--- src/rtl/uart_fifo_bridge_if.sv ---
// CPU data-bus and UART data-register signals of the FIFO bridge.
// The bridge takes the slave view; whatever drives the CPU and UART side takes the master view.
interface uart_fifo_bridge_if;
  logic        cpu_dat_we;
  logic [31:0] cpu_dat_di;
  logic        cpu_dat_wait;
  logic        cpu_dat_re;
  logic [31:0] cpu_dat_do;
  logic [31:0] cpu_stat_do;
  logic        cpu_stat_clr;
  logic        uart_dat_we;
  logic [7:0]  uart_dat_di;
  logic        uart_dat_wait;
  logic [8:0]  uart_dat_do;
  logic        uart_dat_re;

  modport slave (
    input  cpu_dat_we, cpu_dat_di, cpu_dat_re, cpu_stat_clr, uart_dat_wait, uart_dat_do,
    output cpu_dat_wait, cpu_dat_do, cpu_stat_do, uart_dat_we, uart_dat_di, uart_dat_re
  );

  modport master (
    output cpu_dat_we, cpu_dat_di, cpu_dat_re, cpu_stat_clr, uart_dat_wait, uart_dat_do,
    input  cpu_dat_wait, cpu_dat_do, cpu_stat_do, uart_dat_we, uart_dat_di, uart_dat_re
  );
endinterface

--- src/rtl/uart_fifo_bridge.sv ---
// TX/RX byte FIFOs between the CPU data register and the UART data register.
// TX drains into the UART write/wait handshake; RX is pulled from the UART valid/read-strobe
// interface and shown to the CPU first-word-fall-through.
module uart_fifo_bridge #(
  parameter int unsigned TX_LOG2 = 4,
  parameter int unsigned RX_LOG2 = 4
) (
  input logic               clk,
  input logic               resetn,
  uart_fifo_bridge_if.slave bus
);
  localparam int unsigned TxDepth = 2 ** TX_LOG2;
  localparam int unsigned RxDepth = 2 ** RX_LOG2;
  localparam logic [TX_LOG2:0]   TxDepthC = (TX_LOG2 + 1)'(TxDepth);
  localparam logic [RX_LOG2:0]   RxDepthC = (RX_LOG2 + 1)'(RxDepth);
  localparam logic [TX_LOG2:0]   TxCntOne = (TX_LOG2 + 1)'(1);
  localparam logic [RX_LOG2:0]   RxCntOne = (RX_LOG2 + 1)'(1);
  localparam logic [TX_LOG2-1:0] TxPtrOne = TX_LOG2'(1);
  localparam logic [RX_LOG2-1:0] RxPtrOne = RX_LOG2'(1);

  logic [7:0]         tx_mem_q [TxDepth];
  logic [TX_LOG2-1:0] tx_wptr_q, tx_wptr_d, tx_rptr_q, tx_rptr_d;
  logic [TX_LOG2:0]   tx_cnt_q, tx_cnt_d;
  logic [7:0]         rx_mem_q [RxDepth];
  logic [RX_LOG2-1:0] rx_wptr_q, rx_wptr_d, rx_rptr_q, rx_rptr_d;
  logic [RX_LOG2:0]   rx_cnt_q, rx_cnt_d;
  logic               uart_re_q, uart_re_d;
  logic               rx_stall_q, rx_stall_d;

  logic tx_full, tx_empty, tx_push, tx_pop;
  logic rx_full, rx_empty, rx_push, rx_pop;
  logic unused_di;

  assign unused_di = ^bus.cpu_dat_di[31:8];

  assign tx_full  = (tx_cnt_q == TxDepthC);
  assign tx_empty = (tx_cnt_q == '0);
  assign rx_full  = (rx_cnt_q == RxDepthC);
  assign rx_empty = (rx_cnt_q == '0);

  // Full gating uses this cycle's flag, so a same-cycle pop never frees room for a push.
  assign tx_push = bus.cpu_dat_we & ~tx_full;
  assign tx_pop  = ~tx_empty & ~bus.uart_dat_wait;
  // The strobe guard skips the cycle in which the UART is still clearing its valid bit.
  assign rx_push = bus.uart_dat_do[8] & ~rx_full & ~uart_re_q;
  assign rx_pop  = bus.cpu_dat_re & ~rx_empty;

  assign bus.cpu_dat_wait = bus.cpu_dat_we & tx_full;
  assign bus.uart_dat_we  = ~tx_empty;
  assign bus.uart_dat_di  = tx_mem_q[tx_rptr_q];
  assign bus.uart_dat_re  = uart_re_q;
  assign bus.cpu_dat_do   = rx_empty ? 32'hFFFF_FFFF : {24'h0, rx_mem_q[rx_rptr_q]};
  assign bus.cpu_stat_do  = {11'h0, rx_stall_q, tx_full, tx_empty, rx_full, rx_empty,
                             8'(tx_cnt_q), 8'(rx_cnt_q)};

  // Next-state for pointers, counts, read strobe and the sticky stall flag.
  always_comb begin
    tx_wptr_d  = tx_push ? tx_wptr_q + TxPtrOne : tx_wptr_q;
    tx_rptr_d  = tx_pop ? tx_rptr_q + TxPtrOne : tx_rptr_q;
    rx_wptr_d  = rx_push ? rx_wptr_q + RxPtrOne : rx_wptr_q;
    rx_rptr_d  = rx_pop ? rx_rptr_q + RxPtrOne : rx_rptr_q;
    tx_cnt_d   = tx_cnt_q;
    rx_cnt_d   = rx_cnt_q;
    if (tx_push && !tx_pop) begin
      tx_cnt_d = tx_cnt_q + TxCntOne;
    end else if (!tx_push && tx_pop) begin
      tx_cnt_d = tx_cnt_q - TxCntOne;
    end
    if (rx_push && !rx_pop) begin
      rx_cnt_d = rx_cnt_q + RxCntOne;
    end else if (!rx_push && rx_pop) begin
      rx_cnt_d = rx_cnt_q - RxCntOne;
    end
    uart_re_d  = rx_push;
    // A set in the same cycle as a clear wins.
    rx_stall_d = rx_stall_q;
    if (rx_full && bus.uart_dat_do[8]) begin
      rx_stall_d = 1'b1;
    end else if (bus.cpu_stat_clr) begin
      rx_stall_d = 1'b0;
    end
  end

  // Control state with synchronous active-low reset.
  always_ff @(posedge clk) begin
    if (!resetn) begin
      tx_wptr_q  <= '0;
      tx_rptr_q  <= '0;
      tx_cnt_q   <= '0;
      rx_wptr_q  <= '0;
      rx_rptr_q  <= '0;
      rx_cnt_q   <= '0;
      uart_re_q  <= 1'b0;
      rx_stall_q <= 1'b0;
    end else begin
      tx_wptr_q  <= tx_wptr_d;
      tx_rptr_q  <= tx_rptr_d;
      tx_cnt_q   <= tx_cnt_d;
      rx_wptr_q  <= rx_wptr_d;
      rx_rptr_q  <= rx_rptr_d;
      rx_cnt_q   <= rx_cnt_d;
      uart_re_q  <= uart_re_d;
      rx_stall_q <= rx_stall_d;
    end
  end

  // FIFO storage; contents are don't-care after reset since the counts are cleared.
  always_ff @(posedge clk) begin
    if (tx_push) begin
      tx_mem_q[tx_wptr_q] <= bus.cpu_dat_di[7:0];
    end
    if (rx_push) begin
      rx_mem_q[rx_wptr_q] <= bus.uart_dat_do[7:0];
    end
  end
endmodule

--- src/flat_wrapper.sv ---
// flat-port wrapper written by rule: the top's interface ports become plain ports
module uart_fifo_bridge_flat 
#(
  parameter int unsigned TX_LOG2 = 4,
  parameter int unsigned RX_LOG2 = 4
)
  (clk, resetn, bus_cpu_dat_we, bus_cpu_dat_di, bus_cpu_dat_re, bus_cpu_stat_clr, bus_uart_dat_wait, bus_uart_dat_do, bus_cpu_dat_wait, bus_cpu_dat_do, bus_cpu_stat_do, bus_uart_dat_we, bus_uart_dat_di, bus_uart_dat_re);
  uart_fifo_bridge_if bus_i ();
  input logic clk;
  input logic resetn;
  input wire logic [$bits(bus_i.cpu_dat_we)-1:0] bus_cpu_dat_we;
  input wire logic [$bits(bus_i.cpu_dat_di)-1:0] bus_cpu_dat_di;
  input wire logic [$bits(bus_i.cpu_dat_re)-1:0] bus_cpu_dat_re;
  input wire logic [$bits(bus_i.cpu_stat_clr)-1:0] bus_cpu_stat_clr;
  input wire logic [$bits(bus_i.uart_dat_wait)-1:0] bus_uart_dat_wait;
  input wire logic [$bits(bus_i.uart_dat_do)-1:0] bus_uart_dat_do;
  output wire logic [$bits(bus_i.cpu_dat_wait)-1:0] bus_cpu_dat_wait;
  output wire logic [$bits(bus_i.cpu_dat_do)-1:0] bus_cpu_dat_do;
  output wire logic [$bits(bus_i.cpu_stat_do)-1:0] bus_cpu_stat_do;
  output wire logic [$bits(bus_i.uart_dat_we)-1:0] bus_uart_dat_we;
  output wire logic [$bits(bus_i.uart_dat_di)-1:0] bus_uart_dat_di;
  output wire logic [$bits(bus_i.uart_dat_re)-1:0] bus_uart_dat_re;
  assign bus_i.cpu_dat_we = bus_cpu_dat_we;
  assign bus_i.cpu_dat_di = bus_cpu_dat_di;
  assign bus_i.cpu_dat_re = bus_cpu_dat_re;
  assign bus_i.cpu_stat_clr = bus_cpu_stat_clr;
  assign bus_i.uart_dat_wait = bus_uart_dat_wait;
  assign bus_i.uart_dat_do = bus_uart_dat_do;
  assign bus_cpu_dat_wait = bus_i.cpu_dat_wait;
  assign bus_cpu_dat_do = bus_i.cpu_dat_do;
  assign bus_cpu_stat_do = bus_i.cpu_stat_do;
  assign bus_uart_dat_we = bus_i.uart_dat_we;
  assign bus_uart_dat_di = bus_i.uart_dat_di;
  assign bus_uart_dat_re = bus_i.uart_dat_re;
  uart_fifo_bridge #(.TX_LOG2(TX_LOG2), .RX_LOG2(RX_LOG2)) u_core (.clk(clk), .resetn(resetn), .bus(bus_i));
endmodule
--- config.mk ---
export PLATFORM = sky130hd
export DESIGN_NAME = uart_fifo_bridge_flat
export DESIGN_NICKNAME = d
export VERILOG_FILES = /design/src/rtl/uart_fifo_bridge_if.sv /design/src/rtl/uart_fifo_bridge.sv /design/src/flat_wrapper.sv
export SDC_FILE = /design/constraint.sdc
export NUM_CORES = 1
export LEC_CHECK = 0
export ABC_AREA = 1
export CAP_MARGIN = 5
export CORE_MARGIN = 2
export CORE_UTILIZATION = 52
export CTS_CLUSTER_SIZE = 20
export DETAILED_ROUTE_END_ITERATION = 6
export HOLD_SLACK_MARGIN = 0.12
export PLACE_DENSITY = 0.76
export SLEW_MARGIN = 5
export SYNTH_ARGS = -nofsm -noshare
export SYNTH_HDL_FRONTEND = slang
export SYNTH_SLANG_ARGS = --single-unit
--- constraint.sdc ---
create_clock -name clk -period 2 [get_ports clk]
set_input_delay 0.4 -clock clk [delete_from_list [all_inputs] [get_ports clk]]
set_output_delay 0.4 -clock clk [all_outputs]
set_load 0.03 [all_outputs]
==> impl_metrics.yaml <==
power_and_ir_drop:
  power.density_nw_per_um2: 1380
  clockPowerShare_pct: 22.1
  ir_drop_mv: 1.76
  seq_power_share_pct: 32.1
  switchingPower_mw: 8.40
  p_int_mw: 14.3
  swShare_pct: 37.0
  power_frac_comb_pct: 45.8
  p_leak_nw: 6.74
die:
  core-area_sq_um: 24500
  fp.dieW_um: 162
  pin_count: 122
  dieArea_sq_um: 26300
  start_util_pct: 53.2
  die-height_um: 162
  core.rowCount: 57
clock_tree:
  numCtsBuffers: 29
  clockBufferDepth: 3
  tritoncts: "done"
  worstSkewPairLatency_ns: 0.55
  cts.root.buffer_cell: "clkbuf_16"
  clkTransAtPathRegs_ns: 0.06
  clock_sinks: 292
  htree_levels: 1
logic_synthesis:
  syn_area_sq_um: 13000
  syn-mean-instance-area_sq_um: 10.5
  synthFlopType: "edfxtp_1"
  yosysUniqueCellTypes: 28
  synthArstFlopShare_pct: 0
  yosysMostFrequentCell: "nand2_1"
  ys_warn_count: 0
  ys_seq_area_share_pct: 64.6
  synth_top_area_share_pct: 59.1
  synthCells: 1239
  ys_ff_latch: 292
  synth-edff-count: 256
  synth_area_leaders: "edfxtp_1 59%, nand2_1 9.1%, dfxtp_1 5.5%"
  yosysTopAreaCell: "edfxtp_1"
  synth_common_cells: "316 x nand2_1, 256 x edfxtp_1, 172 x inv_1"
setup_path:
  cp_max_fo: 7
  cpLargestDelayFamily: "buffers and inverters"
  cp_common_cell: "buf_6"
  worstPathRequired_ns: 1.60
  r2r_setup_slack_ns: 0.07
  crit_arrival_ns: 1.90
  crit_slowest_cell: "dfxtp_4"
  worstPathCellList: "buf_12 -> buf_6 -> o211ai_1 -> nand3_1 -> nand3_2 -> nand2_2 -> buf_6"
  end_kind: "output port"
  cp_num_buf_inv: 3
  slowest_delay_ns: 0.36
  path_class: "reg -> out"
  setup.worst_path.start_class: "flop"
global_routing:
  grt_overflow: 0
  first_global_vias: 9104
  grt_pass1_wl_um: 47400
  grt_max_degree: 33
  grt_usage_pct: 23.1
  antenna_found_initial: 0
routing:
  viasPerCell: 5.38
  ant_nets: 0
  num_vias: 9276
  totalWireLength_um: 31500
  wl_per_cell_um: 18.3
  dr.pass1.iters: 6
  drt_iter0_drc: 789
  drc: 0
finish:
  synthToLayoutAreaGrowth_pct: 26.5
  antennaDiodeCount: 0
  fin_cells: 1723
  drive_gt1_share_pct: 23.9
  nNetsFinal: 1443
  fill_cells: 1705
timing:
  grt_setup_unrepaired: "true"
  tightest_slew_ns: 0.787
  fin_skew_ns: 0.00659
  finalCritPeriodShare_pct: 115
  finalCriticalPeriod_ns: 2.30
  final_hold_viol_count: 0
  setup_ws_ns: -0.304
  setup_tns_ns: -4.78
  finalSetupViolations: 41
  final_max_slew_viol_count: 0
  fmax_mhz: 434
  maxSlewHeadroom_pct: 47.4
min_path:
  hold_class: "reg -> reg"
placed_design:
  placed_cells: 1640
  place_congestion: 0.851
  portBuffers: 80
  dp_hpwl_um: 17700
run_status:
  violations: "negative setup slack"
  outcome: "finished, violations left"
run:
  maxCapViolCount: 0
==> power by group through the flow <==
stage	logic, mW	clock network (mW)	registers [mW]
after floorplan	5.51	0	7.50
after global placement	7.49	0	7.37
after detailed placement	7.65	0	7.39
after CTS	10.1	5.07	7.26
after global routing	11.0	5.33	7.33
final	10.4	5.03	7.29
==> layer usage <==
metal,share of wire [%],GRT usage (%)
met1,38,28.1
met4,3.8,8.37
met2,52,42.1
met5,0,0
met3,6.9,3.24
==> stage by stage <==
| stage | util, % | hold slack [ns] | cell area [sq um] | worst slack (ns) | power [mW] |
|---|---|---|---|---|---|
| after floorplan | - | 0.444 | 13200 | -0.172 | 13.0 |
| after global placement | 58.4 | 0.456 | 14300 | -0.377 | 14.9 |
| after detailed placement | 58.4 | 0.465 | 14300 | -0.457 | 15.0 |
| after CTS | 66.3 | 0.475 | 16200 | -0.275 | 22.4 |
| after global routing | 67.3 | 0.505 | 16500 | -0.369 | 23.7 |
| final | 67.3 | 0.472 | 16500 | -0.304 | 22.7 |
==> registers in the layout, summed over array words and instances, names as in the netlist, named ones only <==
name	flops
u_core.rx_mem_q	128
u_core.rx_wptr_q	4
u_core.tx_wptr_q	4
u_core.rx_stall_q	1
u_core.tx_mem_q	128
u_core.rx_rptr_q	4
u_core.tx_cnt_q	5
u_core.bus.uart_dat_re	1
u_core.rx_cnt_q	5
u_core.tx_rptr_q	4
==> cells by family after synthesis <==
group	after synthesis	synth area share, %
simple gates	536	17.2
flops	292	64.6
buf+inv	273	9.95
compound gates	108	5.58
fa+ha+maj	20	2.04
xor+xnor	9	0.606
other cells	1	0.0288
==> tightest hold or removal path, stage by stage (launching register included) <==
cell and delay [ns]:
dfxtp_1 0.31, nand2_1 0.06, a21oi_1 0.05
==> layout by cell type (no fill, tap or decap), drive strengths merged <==
cell type / instances
a21oi: 29
buf: 147
bufinv: 1
clkbuf: 35
clkdlybuf4s15: 2
clkdlybuf4s50: 23
clkinv: 20
clkinvlp: 2
conb: 17
dfxtp: 36
dlygate4sd2: 8
dlymetal6s2s: 3
edfxtp: 256
fa: 2
ha: 18
inv: 176
nand2: 318
nand3: 144
nand4: 4
nor2: 65
nor3: 3
o211ai: 52
o21ai: 27
or2: 2
xnor2: 2
xor2: 7
==> layout make-up <==
class / count / area, sq um / area share [%]
Sequential cell: 292 / 8440 / 51.3
Multi-Input combinational cell: 690 / 3850 / 23.4
Timing Repair Buffer: 187 / 2180 / 13.3
Clock buffer: 31 / 733 / 4.45
Inverter: 176 / 697 / 4.23
Tap cell: 324 / 405 / 2.46
Clock inverter: 23 / 146 / 0.889
==> repair_timing <==
action,4_1_cts,5_1_grt
hold buffers,0,0
buffers inserted,15,5
cloned,8,5
gates resized for setup,210,48
endpoints found under the setup margin,54,52
pin swaps,51,23
==> worst paths after layout <==
| check | start | endpoint | depth (start not counted) |
|---|---|---|---|
| hold reg to reg | u_core.rx_stall_q | u_core.rx_stall_q | 2 |
| setup reg to reg | u_core.rx_cnt_q[1] | u_core.rx_cnt_q[3] | 13 |
| hold / removal | u_core.rx_stall_q | u_core.rx_stall_q | 2 |
| setup / recovery | flop | bus_uart_dat_di[5] | 7 |
Power figures use the tool's default switching activity.
